## config.mk

```make
export PLATFORM = sky130hd
export DESIGN_NAME = mips_hazard_scoreboard
export DESIGN_NICKNAME = d
export VERILOG_FILES = /design/src/rtl/mips_hazard_scoreboard.sv
export SDC_FILE = /design/constraint.sdc
export NUM_CORES = 1
export LEC_CHECK = 0
export BUFFER_PORTS_ARGS = -buffer_cell sky130_fd_sc_hd__buf_2
export CAP_MARGIN = 20
export CORE_MARGIN = 2
export CORE_UTILIZATION = 47
export DETAILED_ROUTE_END_ITERATION = 10
export PLACE_DENSITY = 0.76
export SKIP_LAST_GASP = 1
export SYNTH_ARGS = -nofsm -noshare
export SYNTH_HDL_FRONTEND = slang
export SYNTH_SLANG_ARGS = --single-unit
export TNS_END_PERCENT = 100
```

## constraint.sdc

```tcl
create_clock -name clk -period 1.75 [get_ports clk]
set_input_delay 0 -clock clk [delete_from_list [all_inputs] [get_ports clk]]
set_output_delay 0 -clock clk [all_outputs]
set_load 0.01 [all_outputs]
```

## src/rtl/mips_hazard_scoreboard.sv

```systemverilog
// Hazard scoreboard for the pipelined MIPS core: tracks in-flight register writes
// for DEPTH stages after ID and decides stall/issue plus per-operand forward source.
module mips_hazard_scoreboard #(
  parameter int REG_AW     = 5,
  parameter int DEPTH      = 3,
  parameter int LOAD_STAGE = 2,
  parameter int FORWARD    = 1,
  parameter int CNT_W      = 16,
  localparam int SEL_W     = $clog2(DEPTH + 1)
) (
  input  logic              clk,
  input  logic              reset,
  input  logic              id_valid,
  input  logic [REG_AW-1:0] id_rs,
  input  logic [REG_AW-1:0] id_rt,
  input  logic              id_use_rs,
  input  logic              id_use_rt,
  input  logic [REG_AW-1:0] id_dest,
  input  logic              id_write,
  input  logic              id_load,
  input  logic              id_flush,
  output logic              stall,
  output logic              issue,
  output logic [SEL_W-1:0]  fwd_rs,
  output logic [SEL_W-1:0]  fwd_rt,
  output logic [CNT_W-1:0]  stall_count
);

  localparam logic [SEL_W-1:0] LS_SEL = SEL_W'(LOAD_STAGE);

  // Index 0 holds stage 1 (EX), index DEPTH-1 holds stage DEPTH (WB).
  logic [DEPTH-1:0]             vld_q, vld_d;
  logic [DEPTH-1:0][REG_AW-1:0] dst_q, dst_d;
  logic [DEPTH-1:0]             ld_q,  ld_d;
  logic [CNT_W-1:0]             cnt_q, cnt_d;

  logic [SEL_W-1:0] rs_sel, rt_sel;
  logic             rs_ld, rt_ld;
  logic             rs_rdy, rt_rdy;
  logic             stall_w, issue_w;

  // Scan oldest to youngest so the lowest matching stage overwrites older hits.
  always_comb begin
    rs_sel = '0;
    rs_ld  = 1'b0;
    rt_sel = '0;
    rt_ld  = 1'b0;
    for (int k = DEPTH; k >= 1; k--) begin
      if (id_use_rs && (id_rs != '0) && vld_q[k-1] && (dst_q[k-1] == id_rs)) begin
        rs_sel = SEL_W'(k);
        rs_ld  = ld_q[k-1];
      end
      if (id_use_rt && (id_rt != '0) && vld_q[k-1] && (dst_q[k-1] == id_rt)) begin
        rt_sel = SEL_W'(k);
        rt_ld  = ld_q[k-1];
      end
    end
  end

  always_comb begin
    rs_rdy = 1'b1;
    rt_rdy = 1'b1;
    fwd_rs = '0;
    fwd_rt = '0;
    if (FORWARD != 0) begin
      // A load result only exists from LOAD_STAGE onwards.
      rs_rdy = (rs_sel == '0) || !rs_ld || (rs_sel >= LS_SEL);
      rt_rdy = (rt_sel == '0) || !rt_ld || (rt_sel >= LS_SEL);
      fwd_rs = rs_sel;
      fwd_rt = rt_sel;
    end else begin
      rs_rdy = (rs_sel == '0);
      rt_rdy = (rt_sel == '0);
    end
  end

  // Flush wins: a killed instruction neither stalls nor issues.
  assign stall_w = id_valid && !id_flush && !(rs_rdy && rt_rdy);
  assign issue_w = id_valid && !id_flush && !stall_w;

  assign stall       = stall_w;
  assign issue       = issue_w;
  assign stall_count = cnt_q;

  always_comb begin
    vld_d = {vld_q[DEPTH-2:0], issue_w && id_write && (id_dest != '0)};
    dst_d = {dst_q[DEPTH-2:0], id_dest};
    ld_d  = {ld_q[DEPTH-2:0], id_load};
    cnt_d = cnt_q;
    if (stall_w && (cnt_q != {CNT_W{1'b1}})) begin
      cnt_d = cnt_q + CNT_W'(1);
    end
  end

  always_ff @(posedge clk or posedge reset) begin
    if (reset) begin
      vld_q <= '0;
      dst_q <= '0;
      ld_q  <= '0;
      cnt_q <= '0;
    end else begin
      vld_q <= vld_d;
      dst_q <= dst_d;
      ld_q  <= ld_d;
      cnt_q <= cnt_d;
    end
  end

endmodule

```

==> flow_summary.toml <==
[yosys]
synth_most_common_cell = "dfrtp_1"
synth_top_flop_cell = "dfrtp_1"
yosysSeqAreaShare_pct = 50.07
syn_avg_cell_area_sq_um = 12.06
post-synth-top-area-cell = "dfrtp_1"
ys_async_sr_fraction_pct = 100.0
syn_inst = 145
synth_common_cells = "dfrtp_1, xnor2_1, xor2_1"
netlist-cell-type-count = 31
synth-seq-cells = 35
synthDominantCellAreaShare_pct = 50.07
synthesis.area_sq_um = 1749
synth_edf_count = 0
synthTopCellsByArea = "dfrtp_1, xnor2_1, xor2_1"
syn_nets = 169
yosys_warnings = 0

[clock_tree]
numCtsBuffers = 5
cts_root_buf = "clkbuf_8"
cts_htree_levels = 2
path_clk_slew_ns = 0.07
clk_latency_ns = 0.30
cts_tree = "yes"
cts_max_path_buffers = 2
clock-sinks = 35

[power_and_ir_drop]
vdd_drop_max_mv = 0.7530
leakagePower_nw = 1.219
p_per_area_nw_per_um2 = 718.4

[timing]
maxSlewViolCount = 0
timing.fmax_mhz = 524.4
max_slew_margin_pct = 71.04
whs_ns = 0.1440
worstMarginPinSlew_ns = 0.4344
skew_ns = 0.01136
tns_ns = -2.175
fin_crit_sh_pct = 109.0
finalHoldViolations = 0
rsz0062_at_grt = "true"
finalSetupViolations = 21
setup_ws_ns = -0.1569
finalCriticalPeriod_ns = 1.907

[global_route]
grt.total_usage_pct = 21.11
antenna_found_initial = 0
grt_pass1_vias = 1444
grt_max_degree = 36
grt_overflow = 0
grt_first_pass_wirelength_mm = 6.617

[cells_and_area]
layout-drive-gt1-share_pct = 40.53
area_delta_synth_final_pct = 40.92
n_antenna_cell = 0
fin_area_sq_um = 2465
fill_cells = 281
fin_nets = 250

[worst_setup_path]
slowest_delay_ns = 0.42
path_cells = "xor2_1 -> nor4_2 -> nand4b_4 -> a21oi_4 -> buf_4 -> nand3_1 -> xnor2_1"
required_ns = 1.93
arrival_ns = 2.09
path_max_fanout = 5
worst-path-buf-inv = 1
criticalPathCategory = "reg -> reg"
cp_slowest_cell = "dfrtp_1"
cp-start-kind = "register"
endpoint_kind = "register"
cp_top_family = "simple AND/OR/NAND/NOR gates"

[floorplan]
ioPinCount = 45
die_w_um = 65.01
die_y_um = 65.01
start_util_pct = 48.51
fp-row-count = 22
die_area_sq_um = 4226
core_sq_um = 3606

[min_path]
min-delay-path-class = "in -> reg"

[place]
gp_congestion = 0.9094
io_buffers = 44
placed_area_sq_um = 2177
place_ws_ns = -0.1118
post-dp-hpwl_mm = 2.926

[routing]
viasPerCell = 5.225
ant_nets = 0
drt_first_pass_iters = 4
wire_per_inst_um = 15.41
drc = 0
vias = 1437
drtIter0Drc = 49
routed_wl_mm = 4.239

[status]
violations = "setup timing"
status = "finished, violations left"

[job]
max_cap_viol_count = 0
[through the flow]
stage | instances | total power (W) | utilization, %
after floorplan | 145 | 0.0009585 | -
after global placement | 254 | 0.001030 | 60.37
after detailed placement | 254 | 0.001037 | 60.37
after CTS | 272 | 0.001786 | 66.62
after global routing | 275 | 0.001837 | 68.36
final | 275 | 0.001771 | 68.36
[kinds of logic (layout without fill, tap and decap cells)]
group	Yosys count	in the layout	share of synthesized area (%)
buffers and inverters	1	83	0.2144
adders and majority gates	1	1	0.7152
xor gates and xnor gates	45	45	22.53
muxes	1	1	0.8581
AOI/OAI and AO/OA	11	11	5.865
DFF	35	35	50.07
and+or+nand+nor	51	51	19.74
[state kept, by name, indices dropped and copies added (netlist names)]
name	flops
dst_d	10
dst_q	5
stall_count	16
ld_q	1
vld_q	3
[worst paths after layout]
path,slack [ns],startpoint,cells after the start,endpoint
hold / removal,0.14,id_flush,4,vld_q[0]
setup / recovery,-0.16,dst_d[7],7,stall_count[9]
min in group asynchronous,0.33,reset,4,dst_d[8]
hold reg to reg,0.41,vld_q[1],0,vld_q[2]
max in group asynchronous,1.08,reset,4,stall_count[8]
setup reg to reg,-0.16,dst_d[7],7,stall_count[9]
[placed cells by master, fill, tap and decap left out, types with 2 or more instances in the layout]
cell type      instances
xnor2_1               27
dlygate4sd3_1          8
buf_4                 15
nand2_1                7
nand4_1                7
nand3_1                7
nand4b_4               2
o31ai_1                2
dfrtp_1               34
clkbuf_8               5
nor4_2                 2
buf_2                 43
and3_1                 5
and4_1                 2
nor3_1                 2
and3_4                 2
xor2_1                17
nor2_1                 3
buf_6                  8
or4_1                  2
o21ai_2                2
o21a_1                 2
nor4_1                 2
[power by group]
group	internal (W)	switching, W
clock network	0.000424	0.000307
logic	0.0000904	0.0000953
registers	0.000831	0.0000229
total	0.00135	0.000426
[layout make-up]
| class | instances | area, sq um | share of cell area [%] |
|---|---|---|---|
| flip-flops and latches | 35 | 877.1 | 35.58 |
| well taps | 48 | 60.06 | 2.437 |
| clock inverters | 3 | 43.79 | 1.777 |
| clock buffers | 5 | 68.82 | 2.792 |
| multi-input cells | 109 | 913.4 | 37.06 |
| inverters | 1 | 3.754 | 0.1523 |
| repair buffers | 74 | 498.0 | 20.20 |
[worst min-delay path: stages]
cell and delay, ns:
buf_2 0.08, nor2b_1 0.04, a21boi_2 0.15, o311a_1 0.13
[timing repair]
action                                 CTS  global route
setup endpoints to repair               19            22
buffers inserted                         2             3
resized for setup                        4             8
pin swaps                                8            11
endpoints found under the hold margin   42             0
hold buffers                             8             0
[per-layer routing]
layer / track usage (%) / part of all wire (%)
met1: 25.91 / 41
met2: 33.89 / 51
met3: 6.597 / 5.8
met4: 9.840 / 2.1
met5: 0 / 0
No activity file was read; power rests on OpenSTA's default activity.
